File: config.mk
export PLATFORM = sky130hd
export DESIGN_NAME = reg_access_ctrl
export DESIGN_NICKNAME = d
export VERILOG_FILES = /design/src/rtl/reg_access_ctrl.sv
export SDC_FILE = /design/constraint.sdc
export NUM_CORES = 1
export LEC_CHECK = 0
export BUFFER_PORTS_ARGS = -buffer_cell sky130_fd_sc_hd__buf_4
export CORE_AREA = 2 2 119 121
export CTS_BUF_LIST = sky130_fd_sc_hd__clkbuf_4 sky130_fd_sc_hd__clkbuf_8
export DETAILED_ROUTE_END_ITERATION = 16
export DIE_AREA = 0 0 121 123
export PLACE_DENSITY = 0.75
export SLEW_MARGIN = 20
export SYNTH_ARGS = -nofsm -noshare
export SYNTH_HDL_FRONTEND = slang
export SYNTH_SLANG_ARGS = --single-unit
File: constraint.sdc
create_clock -name clk -period 4.7 [get_ports clk]
set_input_delay 0.94 -clock clk [delete_from_list [all_inputs] [get_ports clk]]
set_output_delay 0.94 -clock clk [all_outputs]
set_load 0.01 [all_outputs]
File: src/rtl/reg_access_ctrl.sv
// reg_access_ctrl: operand fetch stage for an LC2K pipeline.
// Accepts an instruction, reads its two source registers (with
// writeback forwarding), holds the operand bundle until the
// consumer takes it, and tracks pending destination registers in
// a scoreboard so that dependent instructions stall at issue.
//
// Ports:
//   clk, reset                - clock, synchronous active-high reset
//   in_valid/in_ready/in_instr - instruction handshake
//   read_regA/read_regB       - register-file read addresses
//   aluValA/regBvalue         - register-file read data (same cycle)
//   write_reg/write_value     - register-file write port
//   CONTROL_ENABLE_REG_WRITE  - register-file write strobe
//   wb_valid/wb_reg/wb_value  - writeback request (always accepted)
//   out_valid/out_ready       - operand bundle handshake
//   out_instr/out_opA/out_opB - operand bundle
//   wb_err                    - writeback to a non-pending register
module reg_access_ctrl (
  input  logic        clk,
  input  logic        reset,
  input  logic        in_valid,
  output logic        in_ready,
  input  logic [31:0] in_instr,
  output logic [2:0]  read_regA,
  output logic [2:0]  read_regB,
  input  logic [31:0] aluValA,
  input  logic [31:0] regBvalue,
  output logic [2:0]  write_reg,
  output logic [31:0] write_value,
  output logic        CONTROL_ENABLE_REG_WRITE,
  input  logic        wb_valid,
  input  logic [2:0]  wb_reg,
  input  logic [31:0] wb_value,
  output logic        out_valid,
  input  logic        out_ready,
  output logic [31:0] out_instr,
  output logic [31:0] out_opA,
  output logic [31:0] out_opB,
  output logic        wb_err
);

  localparam logic [1:0] IDLE = 2'b00;
  localparam logic [1:0] READ = 2'b01;
  localparam logic [1:0] HOLD = 2'b10;

  localparam logic [2:0] OP_ADD  = 3'b000;
  localparam logic [2:0] OP_NOR  = 3'b001;
  localparam logic [2:0] OP_LW   = 3'b010;
  localparam logic [2:0] OP_JALR = 3'b101;

  logic [1:0]  r_state;
  logic [31:0] r_instr;
  logic [7:0]  r_sb;
  logic        r_out_valid;
  logic [31:0] r_out_instr;
  logic [31:0] r_out_opA;
  logic [31:0] r_out_opB;
  logic        r_wb_err;

  logic [2:0]  w_srcA;
  logic [2:0]  w_srcB;
  logic        w_hazard;
  logic        w_accept;
  logic        w_dest_en;
  logic [2:0]  w_dest;
  logic        w_sb_set;
  logic [7:0]  w_sb_nxt;
  logic        w_fwdA;
  logic        w_fwdB;
  logic [31:0] w_opA;
  logic [31:0] w_opB;
  logic        w_handoff;

  // Issue-side hazard check against the registered scoreboard only;
  // r0 is never pending, so its bit is ignored.
  assign w_srcA = in_instr[21:19];
  assign w_srcB = in_instr[18:16];

  assign w_hazard = ((w_srcA != 3'd0) & r_sb[w_srcA])
                  | ((w_srcB != 3'd0) & r_sb[w_srcB]);

  assign in_ready = (r_state == IDLE) & ~w_hazard & ~reset;
  assign w_accept = in_valid & in_ready;

  // Destination register of the instruction being issued.
  always_comb begin
    w_dest_en = 1'b0;
    w_dest    = in_instr[2:0];
    unique case (in_instr[24:22])
      OP_ADD, OP_NOR: begin
        w_dest_en = 1'b1;
        w_dest    = in_instr[2:0];
      end
      OP_LW, OP_JALR: begin
        w_dest_en = 1'b1;
        w_dest    = in_instr[18:16];
      end
      default: begin
        w_dest_en = 1'b0;
        w_dest    = in_instr[2:0];
      end
    endcase
  end

  assign w_sb_set = w_accept & w_dest_en & (w_dest != 3'd0);

  // Clear first, then set, so a same-cycle set of one bit wins.
  always_comb begin
    w_sb_nxt = r_sb;
    if (wb_valid) begin
      w_sb_nxt[wb_reg] = 1'b0;
    end
    if (w_sb_set) begin
      w_sb_nxt[w_dest] = 1'b1;
    end
  end

  // Register-file write port is a straight pass-through of the
  // writeback; it stays live even while reset is asserted.
  assign write_reg   = wb_reg;
  assign write_value = wb_value;
  assign CONTROL_ENABLE_REG_WRITE = wb_valid & (wb_reg != 3'd0);

  assign read_regA = r_instr[21:19];
  assign read_regB = r_instr[18:16];

  // A writeback landing in the READ cycle is newer than what the
  // register file returns, so it takes priority (never for r0).
  assign w_fwdA = wb_valid & (wb_reg != 3'd0)
                & (wb_reg == read_regA);
  assign w_fwdB = wb_valid & (wb_reg != 3'd0)
                & (wb_reg == read_regB);

  assign w_opA = w_fwdA ? wb_value : aluValA;
  assign w_opB = w_fwdB ? wb_value : regBvalue;

  assign w_handoff = r_out_valid & out_ready;

  always_ff @(posedge clk) begin
    if (reset) begin
      r_state     <= IDLE;
      r_instr     <= 32'd0;
      r_sb        <= 8'd0;
      r_out_valid <= 1'b0;
      r_out_instr <= 32'd0;
      r_out_opA   <= 32'd0;
      r_out_opB   <= 32'd0;
      r_wb_err    <= 1'b0;
    end else begin
      r_sb     <= w_sb_nxt;
      r_wb_err <= wb_valid & ~r_sb[wb_reg];
      unique case (r_state)
        IDLE: begin
          if (w_accept) begin
            r_instr <= in_instr;
            r_state <= READ;
          end
        end
        READ: begin
          r_out_instr <= r_instr;
          r_out_opA   <= w_opA;
          r_out_opB   <= w_opB;
          r_out_valid <= 1'b1;
          r_state     <= HOLD;
        end
        HOLD: begin
          if (w_handoff) begin
            r_out_valid <= 1'b0;
            r_state     <= IDLE;
          end
        end
        default: begin
          r_out_valid <= 1'b0;
          r_state     <= IDLE;
        end
      endcase
    end
  end

  assign out_valid = r_out_valid;
  assign out_instr = r_out_instr;
  assign out_opA   = r_out_opA;
  assign out_opB   = r_out_opB;
  assign wb_err    = r_wb_err;

endmodule

Word level (Yosys, flattened, before mapping)
Index checks and enable logic that the tools add are counted. Widths: inputs -> output; s select.

Flip-flop bits (word level): 140. Input port bits: 136. Output and inout port bits: 141. Logic and storage cells: 77.

Magnitude comparators: 6. Equality and inequality tests: 9. Multiplexer cells: 21. Bitwise operators: 20. Reductions and logical operators: 13.

Operators by type and width (count): $mux 32 (2); $lt 3x4->1 const B (4); $mux 8 (2); $and 1x1->1 (12); $reduce_bool 3->1 (4); $bmux 1 s3 (3); $and 8x8->8 (1); $not 8->8 (1); $or 8x8->8 (1); $mux 1 (7); $demux 1 s3 (2); $eq 3x3->1 (2); $ge 3x1->1 const B (2); $pmux 2 s3 (1); $reduce_and 2->1 (3); $mux 2 (2); $ne 2x2->1 const B (2); $not 1->1 (4); $reduce_or 4->1 (1); $eq 3x1->1 const B (1); $eq 3x2->1 const B (1); $eq 3x3->1 const B (1); $logic_not 3->1 (1); $mux 3 (1); other kinds (7) (8).

Longest topological paths before layout
Gate-level depths: netlist of run 1.

Depth in word-level cells: 11. Depth in mapped cells: 6. Depth with buffers taken out: 4.

Worst setup path after synthesis of run 1
Ideal clock, no wire load.

Path type: input-to-output. Start point: in in_instr[20]. End point: out in_ready. Arrival: 2.001 ns. Required time: 3.760 ns. Setup slack: 1.759 ns. Stages on the path: 4. Buffers on the path: 0. Cell sequence: mux2_1 > a221oi_2 > o22ai_1 > nor2b_1.

Longest elaborated chain between the ends: 7. Elaborated cells on any way between the ends: 8. Those cells by class: 2 x mux; 5 x bitwise; 1 x reduce/logical.

RTL lines: from (decl) (RTL line 23) `input logic [31:0] in_instr,`; $bmux 1 s3 (RTL line 79) `assign w_hazard = ((w_srcA != 3'd0) & r_sb[w_srcA])`; $mux 1 (not written as such) (RTL line 79); $and 1x1->1 * (RTL line 79); $or 1x1->1 * (RTL line 80) `| ((w_srcB != 3'd0) & r_sb[w_srcB]);`; $not 1->1 * (RTL line 82) `assign in_ready = (r_state == IDLE) & ~w_hazard & ~reset;`; $and 1x1->1 * (2 in series) (RTL line 82); to (decl) (RTL line 22) `output logic in_ready,`.

Every way passes the cells marked *; elsewhere a longest branch is shown, timed or not. The select of a mux whose other input is x is not followed.

Worst setup path after layout of run 1
Start point: in in_instr[17]. End point: out in_ready.

Longest elaborated chain between the ends: 7. Elaborated cells on any way between the ends: 8. Those cells by class: 2 x mux; 5 x bitwise; 1 x reduce/logical.

RTL lines (RTL line): $bmux 1 s3 (80); $mux 1 (not written as such) (80); $and 1x1->1 * (80); $or 1x1->1 * (80); $not 1->1 * (82); $and 1x1->1 * (2 in series) (82).

Marks and branches as above.

==> flow_summary.toml, run 1 <==
[outcome]
status = "completed"

[cts]
ctsHoldBuffers = 0
clkTransAtPathRegs_ns = 0.08
cts_setup_buffers = 0
numCtsBuffers = 17
root_buffer = "clkbuf_8"
cts_tree = "done"
cts_resized = 0
clock-sinks = 140
clk_path_buf_depth = 2
cts_max_level = 4
clk_latency_ns = 0.45

[timing]
fin_setup_tns_ns = 0
hold_viol = 0
fmax_ghz = 0.300
fin_crit_sh_pct = 70.9
slew_violations = 0
rsz0062_at_grt = "no"
finalSetupViolations = 0
max_slew.worst_pin.slew_ns = 0.719
relSlewSlack_pct = 52.0
period_needed_ns = 3.33
worst_hold_slack_ns = 0.439
finClkSkew_ns = 0.0117

[die]
dieArea_um2 = 14900
die_h_um = 123
rows = 43
start_util_pct = 46.1
core-area_um2 = 13600
io-pin-count = 277
die-width_um = 121

[routing]
wl_per_cell_um = 16.1
num_vias = 5557
viasPerCell = 5.14
drt_iter0_drc = 274
wirelength_mm = 17.5
antenna_left = 0
dr.pass1.iters = 6
drc = 0

[place]
dp.cells = 1049
gp_congestion = 0.912
portBuffers = 276
hpwl_mm = 12.5

[synth]
synth_top_area_cell = "dfxtp_1"
synth_cells = 675
yosysWarnings = 0
synth_top_area_share_pct = 44.7
synthTopCellsByArea = "dfxtp_1, mux2i_1, a21oi_1"
syn-cell-area_um2 = 6270
ys_ff_latch = 140
post_synth.cell_area_avg_um2 = 9.29
syn-num-nets = 811
synth_cell_types = 41
seq_area_frac_synth_pct = 44.7

[cells_and_area]
syn_to_final_growth_pct = 37.9
instances_no_fill = 1082
diodes = 0
final_common_cell = "buf_4"
final.fill_count = 1219
multiInputGateArea_um2 = 2930
final_cell_mix = "buf_4, dfxtp_1, a21oi_1, nand2_1, mux2i_1"
drive_gt1_share_pct = 37.1
register_area_um2 = 2800
final_nets = 1025

[power]
power.leakage_nw = 3.78
pwr_density_cell_nw_per_um2 = 338
ir_worst_vdd_v = 0.000221

[global_route]
grt_usage_pct = 23.1
grt_pass1_vias = 5429
antenna_found_initial = 0
grt_max_degree = 68
overflow = 0
grt_pass1_wl_mm = 27.0

[worst_setup_path]
reg2reg_slack_ns = 2.67
crit_arrival_ns = 2.39
rr_worst_depth = 5
path_class = "in -> out"
required_ns = 3.76
worstSetupEndpointType = "output pin"
rr_endpoint = "out_opB[12]$_SDFFE_PP0P_"
timing.rr.start = "r_instr[16]$_SDFFE_PP0P_"
crit_path_max_fanout = 8
cp-start-kind = "primary input"

[hold_path]
hp-class = "reg -> reg"
holdPathEnd = "out_instr[15]$_SDFFE_PP0P_"
hold_depth = 2
min-delay-start = "r_instr[15]$_SDFFE_PP0P_"

[job]
max_cap_viol_count = 0
-- per-stage QoR --
stage          area (µm²)  power, mW  util (%)  worst slack [ns]
2_1_floorplan        6270       1.54         -              1.76
3_3_place_gp         8120       1.75      59.7              1.41
3_5_place_dp         8120       1.76      59.7              1.40
4_1_cts              8610       2.94      63.3              1.38
5_1_grt              8640       3.04      63.5              1.29
6_report             8640       2.92      63.5              1.37
-- area by class of cell --
cell class | instances | share of cell area [%]
clock inverter | 13 | 2.74
tap | 180 | 2.61
multi-input combinational | 436 | 33.9
clock buffer | 19 | 2.95
inverter | 9 | 0.391
timing repair buffer | 285 | 25.0
sequential | 140 | 32.4
-- worst max path at each step --
stage | startpoint | end | depth (start not counted)
2_1_floorplan | in_instr[20] | in_ready | 4
3_3_place_gp | in_instr[17] | in_ready | 6
3_5_place_dp | in_instr[17] | in_ready | 6
4_1_cts | in_instr[17] | in_ready | 6
5_1_grt | in_instr[17] | in_ready | 6
6_report | in_instr[17] | in_ready | 6
-- cells in the mapped netlist (all sizes together) --
cell type    n
nor2         2
nand2       77
nand4        2
nand2b       6
o31ai        2
o22ai        3
o311ai       1
nor2b       30
o221ai       1
dfxtp      140
a21oi       96
a21o         1
nor3b        1
and3b        1
buf         53
a211oi       3
or3b         1
and3         1
a31oi        1
a32oi        1
mux2        32
a221oi       2
mux4         2
o311a        1
and2         2
o41ai        4
xor2         6
nor3         2
o32ai        2
nand3b       2
o211ai       7
o211a        1
inv          9
mux2i       71
o21ai       68
nor4         4
clkbuf      37
-- per-layer routing --
layer | vias to the layer above | GRT usage [%] | share of wire [%]
met5 | - | 0 | 0
met4 | 0 | 8.72 | 1.9
met3 | 24 | 8.95 | 10
met2 | 206 | 36.9 | 47
met1 | 2569 | 28.3 | 42
li1 | 2758 | - | -
-- worst max-delay path, stage by stage --
cell      delay [ns]
buf_4           0.13
mux2_1          0.33
a221oi_2        0.38
o22ai_1         0.27
nor2b_1         0.20
buf_4           0.14
-- report_power, final --
part	total [mW]	internal, mW	switching [mW]
combinational	0.452	0.231	0.220
clock	1.19	0.711	0.475
sequential	1.28	1.25	0.0352
total	2.92	2.19	0.730
-- cells by family (layout without fill, tap and decap cells) --
| family | after synthesis | in the layout | synth area share, % |
|---|---|---|---|
| AOI/OAI and AO/OA | 194 | 194 | 17.3 |
| xor gates and xnor gates | 6 | 6 | 0.838 |
| buffers and inverters | 99 | 326 | 8.86 |
| DFF | 140 | 140 | 44.7 |
| muxes | 105 | 105 | 17.8 |
| and+or+nand+nor | 131 | 131 | 10.5 |
-- registers in the layout (all words and copies together), names as in the netlist --
name	cells
wb_err	1
out_valid	1
out_opA	32
out_opB	32
out_instr	32
r_sb	8
r_instr	32
r_state	2
(Power assumes the default switching activity.)
==> inputs of run 2 (changes only) <==
CORE_AREA = 2 2 123 125   (was 2 2 119 121)
DIE_AREA = 0 0 125 127   (was 0 0 121 123)
PLACE_DENSITY = 0.74   (was 0.75)
clock period = 2.92 ns   (was 4.7 ns; I/O delays follow)
==> flow_summary.toml, run 2 (same netlist as run 1, synthesis figures left out) <==
[outcome]
status = "completed"

[power]
pwr_density_cell_nw_per_um2 = 512
power.leakage_nw = 3.74
ir_worst_vdd_v = 0.000238

[routing]
wl_per_cell_um = 16.1
dr.pass1.iters = 4
wirelength_mm = 17.5
num_vias = 5541
antenna_left = 0
drc = 0
viasPerCell = 5.11
drt_iter0_drc = 283

[timing]
relSlewSlack_pct = 31.5
hold_viol = 0
max_slew.worst_pin.slew_ns = 1.03
finClkSkew_ns = 0.0120
fin_setup_tns_ns = 0
rsz0062_at_grt = "no"
finalSetupViolations = 0
slew_violations = 0
worst_hold_slack_ns = 0.357
fin_crit_sh_pct = 88.2
fmax_ghz = 0.388
period_needed_ns = 2.57

[die]
dieArea_um2 = 15900
core-area_um2 = 14400
rows = 44
die_h_um = 127
io-pin-count = 277
start_util_pct = 43.5
die-width_um = 125

[cts]
cts_setup_buffers = 0
clk_latency_ns = 0.43
cts_tree = "done"
clkTransAtPathRegs_ns = 0.07
root_buffer = "clkbuf_8"
clock-sinks = 140
numCtsBuffers = 17
clk_path_buf_depth = 2
cts_resized = 0
cts_max_level = 4
ctsHoldBuffers = 0

[cells_and_area]
syn_to_final_growth_pct = 37.0
final_nets = 1026
register_area_um2 = 2800
diodes = 0
multiInputGateArea_um2 = 2930
final.fill_count = 1305
final_common_cell = "buf_4"
final_cell_mix = "buf_4, dfxtp_1, a21oi_1, nand2_1, mux2i_1"
drive_gt1_share_pct = 37.1

[global_route]
grt_pass1_wl_mm = 27.3
overflow = 0
grt_usage_pct = 21.2
antenna_found_initial = 0
grt_max_degree = 124
grt_pass1_vias = 5213

[job]
max_cap_viol_count = 0

[worst_setup_path]
crit_path_cell_trace = "mux2_1 -> a221oi_2 -> o22ai_1 -> nor2b_1 -> buf_4"
required_ns = 2.34
cp-start-kind = "register"
crit_path_max_fanout = 4
max_stage_delay_ns = 0.38
worstSetupStartpoint = "r_sb[3]$_SDFF_PP0_"
path_delay_family = "compound AO/OA/AOI/OAI gates"
worstSetupEndpointType = "output pin"
cp_slowest_cell = "a221oi_2"
critPathBufInv = 1
timing.rr.start = "r_sb[7]$_SDFF_PP0_"
crit_arrival_ns = 1.99
path_class = "reg -> out"

[place]
hpwl_mm = 12.4
portBuffers = 276
gp_congestion = 0.853

[hold_path]
hp-class = "in -> reg"
min-delay-start = "in_instr[7]"
-- run 2: area by class of cell --
class                      instances  area share (%)
clock buffer                      18            2.88
clock inverter                    12            1.72
inverter                           9           0.393
multi-input combinational        436            34.1
sequential                       140            32.6
tap                              184            2.68
timing repair buffer             286            25.6
-- run 2: path summary, 6_finish.rpt --
path	to	slack [ns]	cells past startpoint
max	in_ready	0.35	5
min	r_instr[7]$_SDFFE_PP0P_	0.36	2
max reg2reg	r_instr[24]$_SDFFE_PP0P_	0.78	5
min reg2reg	out_instr[3]$_SDFFE_PP0P_	0.45	2
-- run 2: where the power goes --
group,switching (mW),internal [mW]
Clock,0.740,0.854
Combinational,0.355,0.378
Sequential,0.0578,2.01
Total,1.15,3.24
-- run 2: stage by stage --
stage               instances  total power [mW]  instance area, µm²  util [%]  worst slack [ns]
floorplan                 675              2.49                6270         -             0.691
global placement         1055              2.84                8190      56.8             0.438
detailed placement       1055              2.85                8190      56.8             0.403
CTS                      1085              4.43                8590      59.5             0.333
global route             1085              4.59                8590      59.5             0.266
finish                   1085              4.39                8590      59.5             0.345
-- run 2: worst reg2reg max path, delay by kind of cell (launching register included) --
family,cells,cell delay [ns]
flops,1,0.43
buf+inv,1,0.32
compound gates,2,0.96
mux,2,0.38
-- run 2: routing by layer --
layer  wire length, µm  track usage (%)  vias to the layer above  part of all wire, %
li1                  -                -                     2765                    -
met1              7310             26.8                     2550                   42
met2              8320             34.2                      204                   48
met3              1600             7.71                       22                  9.1
met4               223             6.01                        0                  1.3
met5                 0                0                        -                    0
